==> config.mk <==
export PLATFORM = sky130hd
export DESIGN_NAME = output_signature_sink_flat
export DESIGN_NICKNAME = d
export VERILOG_FILES = /design/src/rtl/output_signature_sink_if.sv /design/src/rtl/output_signature_sink.sv /design/src/flat_wrapper.sv
export SDC_FILE = /design/constraint.sdc
export NUM_CORES = 1
export LEC_CHECK = 0
export BUFFER_PORTS_ARGS = -buffer_cell sky130_fd_sc_hd__buf_4
export CORE_ASPECT_RATIO = 1.75
export CORE_UTILIZATION = 25
export DETAILED_ROUTE_END_ITERATION = 10
export PLACE_DENSITY = 0.4
export SKIP_LAST_GASP = 1
export SLEW_MARGIN = 5
export SYNTH_ARGS = -nofsm -noshare
export SYNTH_HDL_FRONTEND = slang
export SYNTH_SLANG_ARGS = --single-unit
==> constraint.sdc <==
create_clock -name clk -period 10.7 [get_ports clk]
set_input_delay 2.675 -clock clk [delete_from_list [all_inputs] [get_ports clk]]
set_output_delay 2.675 -clock clk [all_outputs]
set_load 0.05 [all_outputs]
==> src/rtl/output_signature_sink_if.sv <==
// Bundles the clear/data inputs and the observation outputs of output_signature_sink.
// The master side drives the DUT output bus and clear; the slave side is the sink.
interface output_signature_sink_if #(
   parameter int WIDTH = 32
) ();
   logic             clear;
   logic             valid_in;
   logic [WIDTH-1:0] data_in;
   logic             sig_out;
   logic             ser_out;
   logic             ser_valid;
   logic             ser_start;
   logic             overrun;

   modport master (
      output clear, valid_in, data_in,
      input  sig_out, ser_out, ser_valid, ser_start, overrun
   );

   modport slave (
      input  clear, valid_in, data_in,
      output sig_out, ser_out, ser_valid, ser_start, overrun
   );
endinterface

==> src/rtl/output_signature_sink.sv <==
// MISR sink that compresses a wide DUT output bus and periodically shifts the signature out serially.
// Define OUTPUT_SIGNATURE_PARITY_EN to append an even-parity bit to every serial frame.
module output_signature_sink #(
   parameter int               WIDTH       = 32,
   parameter logic [WIDTH-1:0] POLY        = WIDTH'(32'h04C11DB7),
   parameter logic [WIDTH-1:0] SEED        = WIDTH'(32'hFFFFFFFF),
   parameter int               DUMP_PERIOD = 1024
) (
   input  logic                  clk,
   input  logic                  reset,
   output_signature_sink_if.slave bus
);

   localparam int CNT_W = $clog2(DUMP_PERIOD);
   localparam int IDX_W = $clog2(WIDTH);

`ifdef OUTPUT_SIGNATURE_PARITY_EN
   typedef enum logic [1:0] {ACCUM, SHIFT, PARITY} state_t;
`else
   typedef enum logic {ACCUM, SHIFT} state_t;
`endif

   // Galois step; the register advances every cycle, data is folded only when valid.
   function automatic logic [WIDTH-1:0] misr_step(input logic [WIDTH-1:0] s,
                                                  input logic             fold,
                                                  input logic [WIDTH-1:0] d);
      misr_step = {s[WIDTH-2:0], 1'b0} ^ (s[WIDTH-1] ? POLY : '0) ^ (fold ? d : '0);
   endfunction

   logic [WIDTH-1:0] sig_q, sig_d;
   logic [WIDTH-1:0] shadow_q;
   logic [CNT_W-1:0] cnt_q, cnt_d;
   logic [IDX_W-1:0] idx_q, idx_dec;
   logic             snap_req;
   logic             sig_out_q;
   logic             ser_out_q;
   logic             ser_valid_q;
   logic             ser_start_q;
   logic             overrun_q;
   state_t           state_q;

   always_comb begin
      sig_d    = misr_step(sig_q, bus.valid_in, bus.data_in);
      snap_req = (cnt_q == CNT_W'(DUMP_PERIOD - 1));
      cnt_d    = snap_req ? '0 : cnt_q + CNT_W'(1);
      idx_dec  = idx_q - IDX_W'(1);
   end

   always_ff @(posedge clk or negedge reset) begin
      if (!reset) begin
         sig_q     <= SEED;
         cnt_q     <= '0;
         sig_out_q <= ^SEED;
      end else if (bus.clear) begin
         sig_q     <= SEED;
         cnt_q     <= '0;
         sig_out_q <= ^sig_q;
      end else begin
         sig_q     <= sig_d;
         cnt_q     <= cnt_d;
         sig_out_q <= ^sig_q;
      end
   end

   // Snapshot includes this cycle's data; frozen for the whole frame.
   always_ff @(posedge clk) begin
      if (!bus.clear && snap_req && state_q == ACCUM) begin
         shadow_q <= sig_d;
      end
   end

   always_ff @(posedge clk or negedge reset) begin
      if (!reset) begin
         state_q     <= ACCUM;
         idx_q       <= '0;
         ser_out_q   <= 1'b0;
         ser_valid_q <= 1'b0;
         ser_start_q <= 1'b0;
         overrun_q   <= 1'b0;
      end else if (bus.clear) begin
         state_q     <= ACCUM;
         idx_q       <= '0;
         ser_out_q   <= 1'b0;
         ser_valid_q <= 1'b0;
         ser_start_q <= 1'b0;
         overrun_q   <= 1'b0;
      end else begin
         ser_start_q <= 1'b0;
         if (snap_req && state_q != ACCUM) begin
            overrun_q <= 1'b1;
         end
         case (state_q)
            ACCUM: begin
               if (snap_req) begin
                  // Outputs are registered, so the first bit comes straight from sig_d.
                  state_q     <= SHIFT;
                  idx_q       <= IDX_W'(WIDTH - 1);
                  ser_out_q   <= sig_d[WIDTH-1];
                  ser_valid_q <= 1'b1;
                  ser_start_q <= 1'b1;
               end
            end
            SHIFT: begin
               if (idx_q == '0) begin
`ifdef OUTPUT_SIGNATURE_PARITY_EN
                  state_q   <= PARITY;
                  ser_out_q <= ^shadow_q;
`else
                  state_q     <= ACCUM;
                  ser_out_q   <= 1'b0;
                  ser_valid_q <= 1'b0;
`endif
               end else begin
                  idx_q     <= idx_dec;
                  ser_out_q <= shadow_q[idx_dec];
               end
            end
`ifdef OUTPUT_SIGNATURE_PARITY_EN
            PARITY: begin
               state_q     <= ACCUM;
               ser_out_q   <= 1'b0;
               ser_valid_q <= 1'b0;
            end
`endif
            default: state_q <= ACCUM;
         endcase
      end
   end

   assign bus.sig_out   = sig_out_q;
   assign bus.ser_out   = ser_out_q;
   assign bus.ser_valid = ser_valid_q;
   assign bus.ser_start = ser_start_q;
   assign bus.overrun   = overrun_q;

endmodule

==> src/flat_wrapper.sv <==
// flat-port wrapper written by rule: the top's interface ports become plain ports
module output_signature_sink_flat 
#(
   parameter int               WIDTH       = 32,
   parameter logic [WIDTH-1:0] POLY        = WIDTH'(32'h04C11DB7),
   parameter logic [WIDTH-1:0] SEED        = WIDTH'(32'hFFFFFFFF),
   parameter int               DUMP_PERIOD = 1024
)
  (clk, reset, bus_clear, bus_valid_in, bus_data_in, bus_sig_out, bus_ser_out, bus_ser_valid, bus_ser_start, bus_overrun);
  output_signature_sink_if #(.WIDTH(WIDTH)) bus_i ();
  input  logic clk;
  input  logic reset;
  input wire logic [$bits(bus_i.clear)-1:0] bus_clear;
  input wire logic [$bits(bus_i.valid_in)-1:0] bus_valid_in;
  input wire logic [$bits(bus_i.data_in)-1:0] bus_data_in;
  output wire logic [$bits(bus_i.sig_out)-1:0] bus_sig_out;
  output wire logic [$bits(bus_i.ser_out)-1:0] bus_ser_out;
  output wire logic [$bits(bus_i.ser_valid)-1:0] bus_ser_valid;
  output wire logic [$bits(bus_i.ser_start)-1:0] bus_ser_start;
  output wire logic [$bits(bus_i.overrun)-1:0] bus_overrun;
  assign bus_i.clear = bus_clear;
  assign bus_i.valid_in = bus_valid_in;
  assign bus_i.data_in = bus_data_in;
  assign bus_sig_out = bus_i.sig_out;
  assign bus_ser_out = bus_i.ser_out;
  assign bus_ser_valid = bus_i.ser_valid;
  assign bus_ser_start = bus_i.ser_start;
  assign bus_overrun = bus_i.overrun;
  output_signature_sink #(.WIDTH(WIDTH), .POLY(POLY), .SEED(SEED), .DUMP_PERIOD(DUMP_PERIOD)) u_core (.clk(clk), .reset(reset), .bus(bus_i));
endmodule
==> impl.org <==
** Power and ir drop
- Summing internal, switching and leakage power gives roughly 940 uW.
- The worst-case IR drop observed on VDD is 0.0000970 V.
- Pwr/cell area :: around 190 mW/mm^2
- For this design the static power due to leakage is 0.00186 uW.

** Synthesis
- Synth Area in Compound Gates :: 0.0446
- Syn_nets :: 389
- Synth top area cells :: sky130_fd_sc_hd__edfxtp_1 23%, sky130_fd_sc_hd__dfstp_2 20%, sky130_fd_sc_hd__dfrtp_1 12%
- Post-synth ARST share :: 0.624
- Averaged over all synthesized cells, the footprint is 12.0 um^2.
- Leading cell type by number of instances after synthesis :: sky130_fd_sc_hd__xnor2_1
- Seq/Total Area, Yosys :: 0.553
- Synthesis-stage register bit count :: 85
- The synthesized design contains 32 enable-type register cells.
- Syn. warnings :: 0
- Synthesis produced a netlist whose cell count is 351.
- Mux cell area share after synthesis :: 0.0595
- Of the total synthesized cell area, the portion taken by XOR and XNOR cells is 0.171.
- Primary FF master, synth :: sky130_fd_sc_hd__edfxtp_1
- Arithmetic-cell share of the synthesized area counting full adders, half adders and majority gates :: 0.00595
- Netlist Area Pre-Place :: between 0.004 and 0.005 mm^2
- Of all cell types, the one taking the most synthesized area is sky130_fd_sc_hd__edfxtp_1.
- In this run, distinct cell masters in the synthesized netlist total between 40 and 50.
- The share of synthesized area in the top cell type comes to 0.229.
- Of the total synthesized cell area, the portion taken by AND, OR, NAND and NOR gates is 0.139.
- The commonest cells after synthesis are 60 x sky130_fd_sc_hd__xnor2_1, 43 x sky130_fd_sc_hd__nand2_1, 32 x sky130_fd_sc_hd__dfstp_2, 32 x sky130_fd_sc_hd__edfxtp_1, 31 x sky130_fd_sc_hd__or2_2.
- By area, the combinational part of the netlist is dominated by XOR/XNOR gates.

** Layout
- P&R area growth vs syn :: 20.2%
- After routing the design area is 0.00505 mm^2.
- Of the cells placed in the final design, the portion with a size suffix greater than 1 is 0.330.
- After the last flow step, the layout net total stands at 424.
- The number of antenna diodes in the final layout is 0.
- Filler cells :: 1,755
- Non-filler instance count after layout :: 615

** Die
- The die is approximately 100 um wide.
- The total area inside the core boundary comes to around 0.016 mm^2.
- Initial core utilization :: 0.256
- Floorplan die area :: 0.0174 mm^2
- During I/O placement, the number of pins put on the boundary was 41.
- Die Span Y :: 174 um
- Row count :: 62

** Drt
- In this run the remaining antenna-violating nets after routing total 0.
- After detailed routing, the average wire length per cell comes to ~15 um.
- After detailed routing, the total wire length is 9230 um.
- Total via count after detailed routing :: 2,533
- After the first detailed-routing iteration, the DRC count stood at 72.
- Via density per instance :: 4.12
- Before antenna repair, the detailed router went through 4 iterations.
- Remaining DRCs :: 0

** Clock network
- Clock-pin slew was measured on the worst setup and hold paths at 0.06 ns.
- Post-CTS Resized :: 0
- Count of hold buffers inserted by post-cts repair :: 0
- The H-tree was split into 3 levels.
- Clock root buffer master :: sky130_fd_sc_hd__clkbuf_16
- Counting every sink on the clock net gives 85.
- TritonCTS created 9 clock buffers.
- CTS tree :: built
- For the worst-skew pair, the clock arrives at the later sink with an insertion delay of 0.34 ns.
- Post-CTS repair timing setup buffer count :: 0
- Max Root-Sink Buffers :: 2

** Critical path
- The worst setup path is launched from an input pin.
- Kind of capture point of the worst setup path :: register
- CP Data Arrival Time :: between 3 and 4 ns
- The setup path with the least slack is of type input pin to register.
- Along the worst path, the maximum fanout reaches 54.
- Critical Path RT :: 10.69 ns

** STA
- Final-report max-slew violation count :: 0
- The worst path meets setup with 6.98 ns of slack.
- Setup violations remaining at the end of the flow were counted as 0.
- Measured against its own limit, the worst slew margin works out to 0.404.
- In the final timing run, aggregate negative setup slack is 0 ns.
- Subtracting the final worst setup slack from the clock period gives roughly 3.7 ns.
- Largest clock skew in the final design :: 0.00661 ns
- At the pin with the least slew margin, the transition time is a little under 0.9 ns.
- Setup repair after global routing left no endpoint under its margin.
- The number of hold violations in the final report is 0.
- In the finished design, the share of the clock period the worst path needs comes to 0.347.
- For this run, the top clock speed supported by timing is 0.269 GHz.

** Global route
- Initial antenna violation count :: 0
- First-pass GRT wire length :: ~15,000 um
- After global routing the overflow that remains totals 0.
- Number of global-route vias before repair :: 2,865
- Overall routing resource usage :: 0.117
- Entering global routing, the biggest net connects 55 pins.

** Status
- The run finished with clean final reports.

** Place
- The count of buffers added on input and output ports is 40.
- Counting tap cells, the placed design contains a total of approximately 600 instances.
- Worst slack, placed :: 6.61 ns
- Detailed placement finished with a half-perimeter wire length of 6230 um.
- RD Place Congestion :: 0.694
- In this run the cell area measured after placement is 0.00471 mm^2.

** Run
- Max-cap check violation count :: 0

** Hold path
- In this run the worst hold path is classified as register to register.
==> cells by family after synthesis <==
kind of cell	Yosys count
adders and majority gates	2
DFF	85
muxes	18
AOI/OAI and AO/OA	28
buffers and inverters	22
and+or+nand+nor	114
xor gates and xnor gates	82
==> stage by stage <==
| stage | util | hold slack [ns] |
|---|---|---|
| 6_report | 0.307 | 0.492 |
| 5_1_grt | 0.307 | 0.543 |
| 4_1_cts | 0.307 | 0.501 |
| 3_5_place_dp | 0.286 | 0.485 |
| 3_3_place_gp | 0.286 | 0.479 |
| 2_1_floorplan | - | 0.480 |
==> area by class of cell <==
cell class / instances / area (um^2) / share of cell area
clock buffer: 11 / 243 / 0.0480
clock inverter: 5 / 106 / 0.0210
inverter: 5 / 18.8 / 0.00371
multi-input combinational: 244 / 1770 / 0.350
sequential: 85 / 2330 / 0.460
tap: 224 / 280 / 0.0554
timing repair buffer: 41 / 308 / 0.0609
==> registers in the layout (all words and copies together) (netlist names) <==
name / count
u_core.bus.overrun: 1
u_core.bus.ser_out: 1
u_core.bus.ser_start: 1
u_core.bus.ser_valid: 1
u_core.bus.sig_out: 1
u_core.cnt_q: 10
u_core.idx_q: 5
u_core.shadow_q: 32
u_core.sig_q: 32
u_core.state_q: 1
==> worst max-delay path: stages <==
cell                     delay [ns]
sky130_fd_sc_hd__buf_4         0.28
sky130_fd_sc_hd__nor4_2        0.32
sky130_fd_sc_hd__buf_4         0.41
==> placed cells by master (no fill, tap or decap), drive strengths merged, types with 4 or more instances in the layout <==
cell / instances
nand3: 5
mux2i: 13
o21ai: 6
or2: 32
inv: 6
dfstp: 32
nor2: 14
nor3: 6
edfxtp: 32
dfrtp: 21
clkbuf: 11
or3: 4
xor2: 22
mux4: 5
nand2: 43
xnor2: 60
a21oi: 9
nand2b: 4
buf: 41
==> metal layers <==
layer  track usage  share of wire  up-vias  wire length, um
li1              -              -     1245                -
met1         0.134           0.41     1246             3770
met5             0              0        -                0
met4        0.0453          0.017        0              158
met2         0.213           0.55       32             5070
met3        0.0218          0.024       10              224
==> worst paths after layout <==
path,startpoint,to,slack (ns),depth (start not counted)
max in group asynchronous,reset,u_core.idx_q[3]$_DFFE_PN0P_,7.84,1
hold reg to reg,u_core.bus.overrun$_DFFE_PN0P_,u_core.bus.overrun$_DFFE_PN0P_,0.49,2
setup / recovery,bus_clear,u_core.shadow_q[29]$_DFFE_PP_,6.98,3
min in group asynchronous,reset,u_core.cnt_q[4]$_DFF_PN0_,2.36,1
hold / removal,u_core.bus.overrun$_DFFE_PN0P_,u_core.bus.overrun$_DFFE_PN0P_,0.49,2
setup reg to reg,u_core.idx_q[0]$_DFFE_PN0P_,u_core.bus.ser_out$_DFFE_PN0P_,8.03,6
==> power breakdown <==
part	internal, uW	switching, uW	total (uW)
clock network	236	130	366
registers	378	19.1	397
logic	89.8	88.5	178
Note: power is estimated with default switching activity, not from simulation.
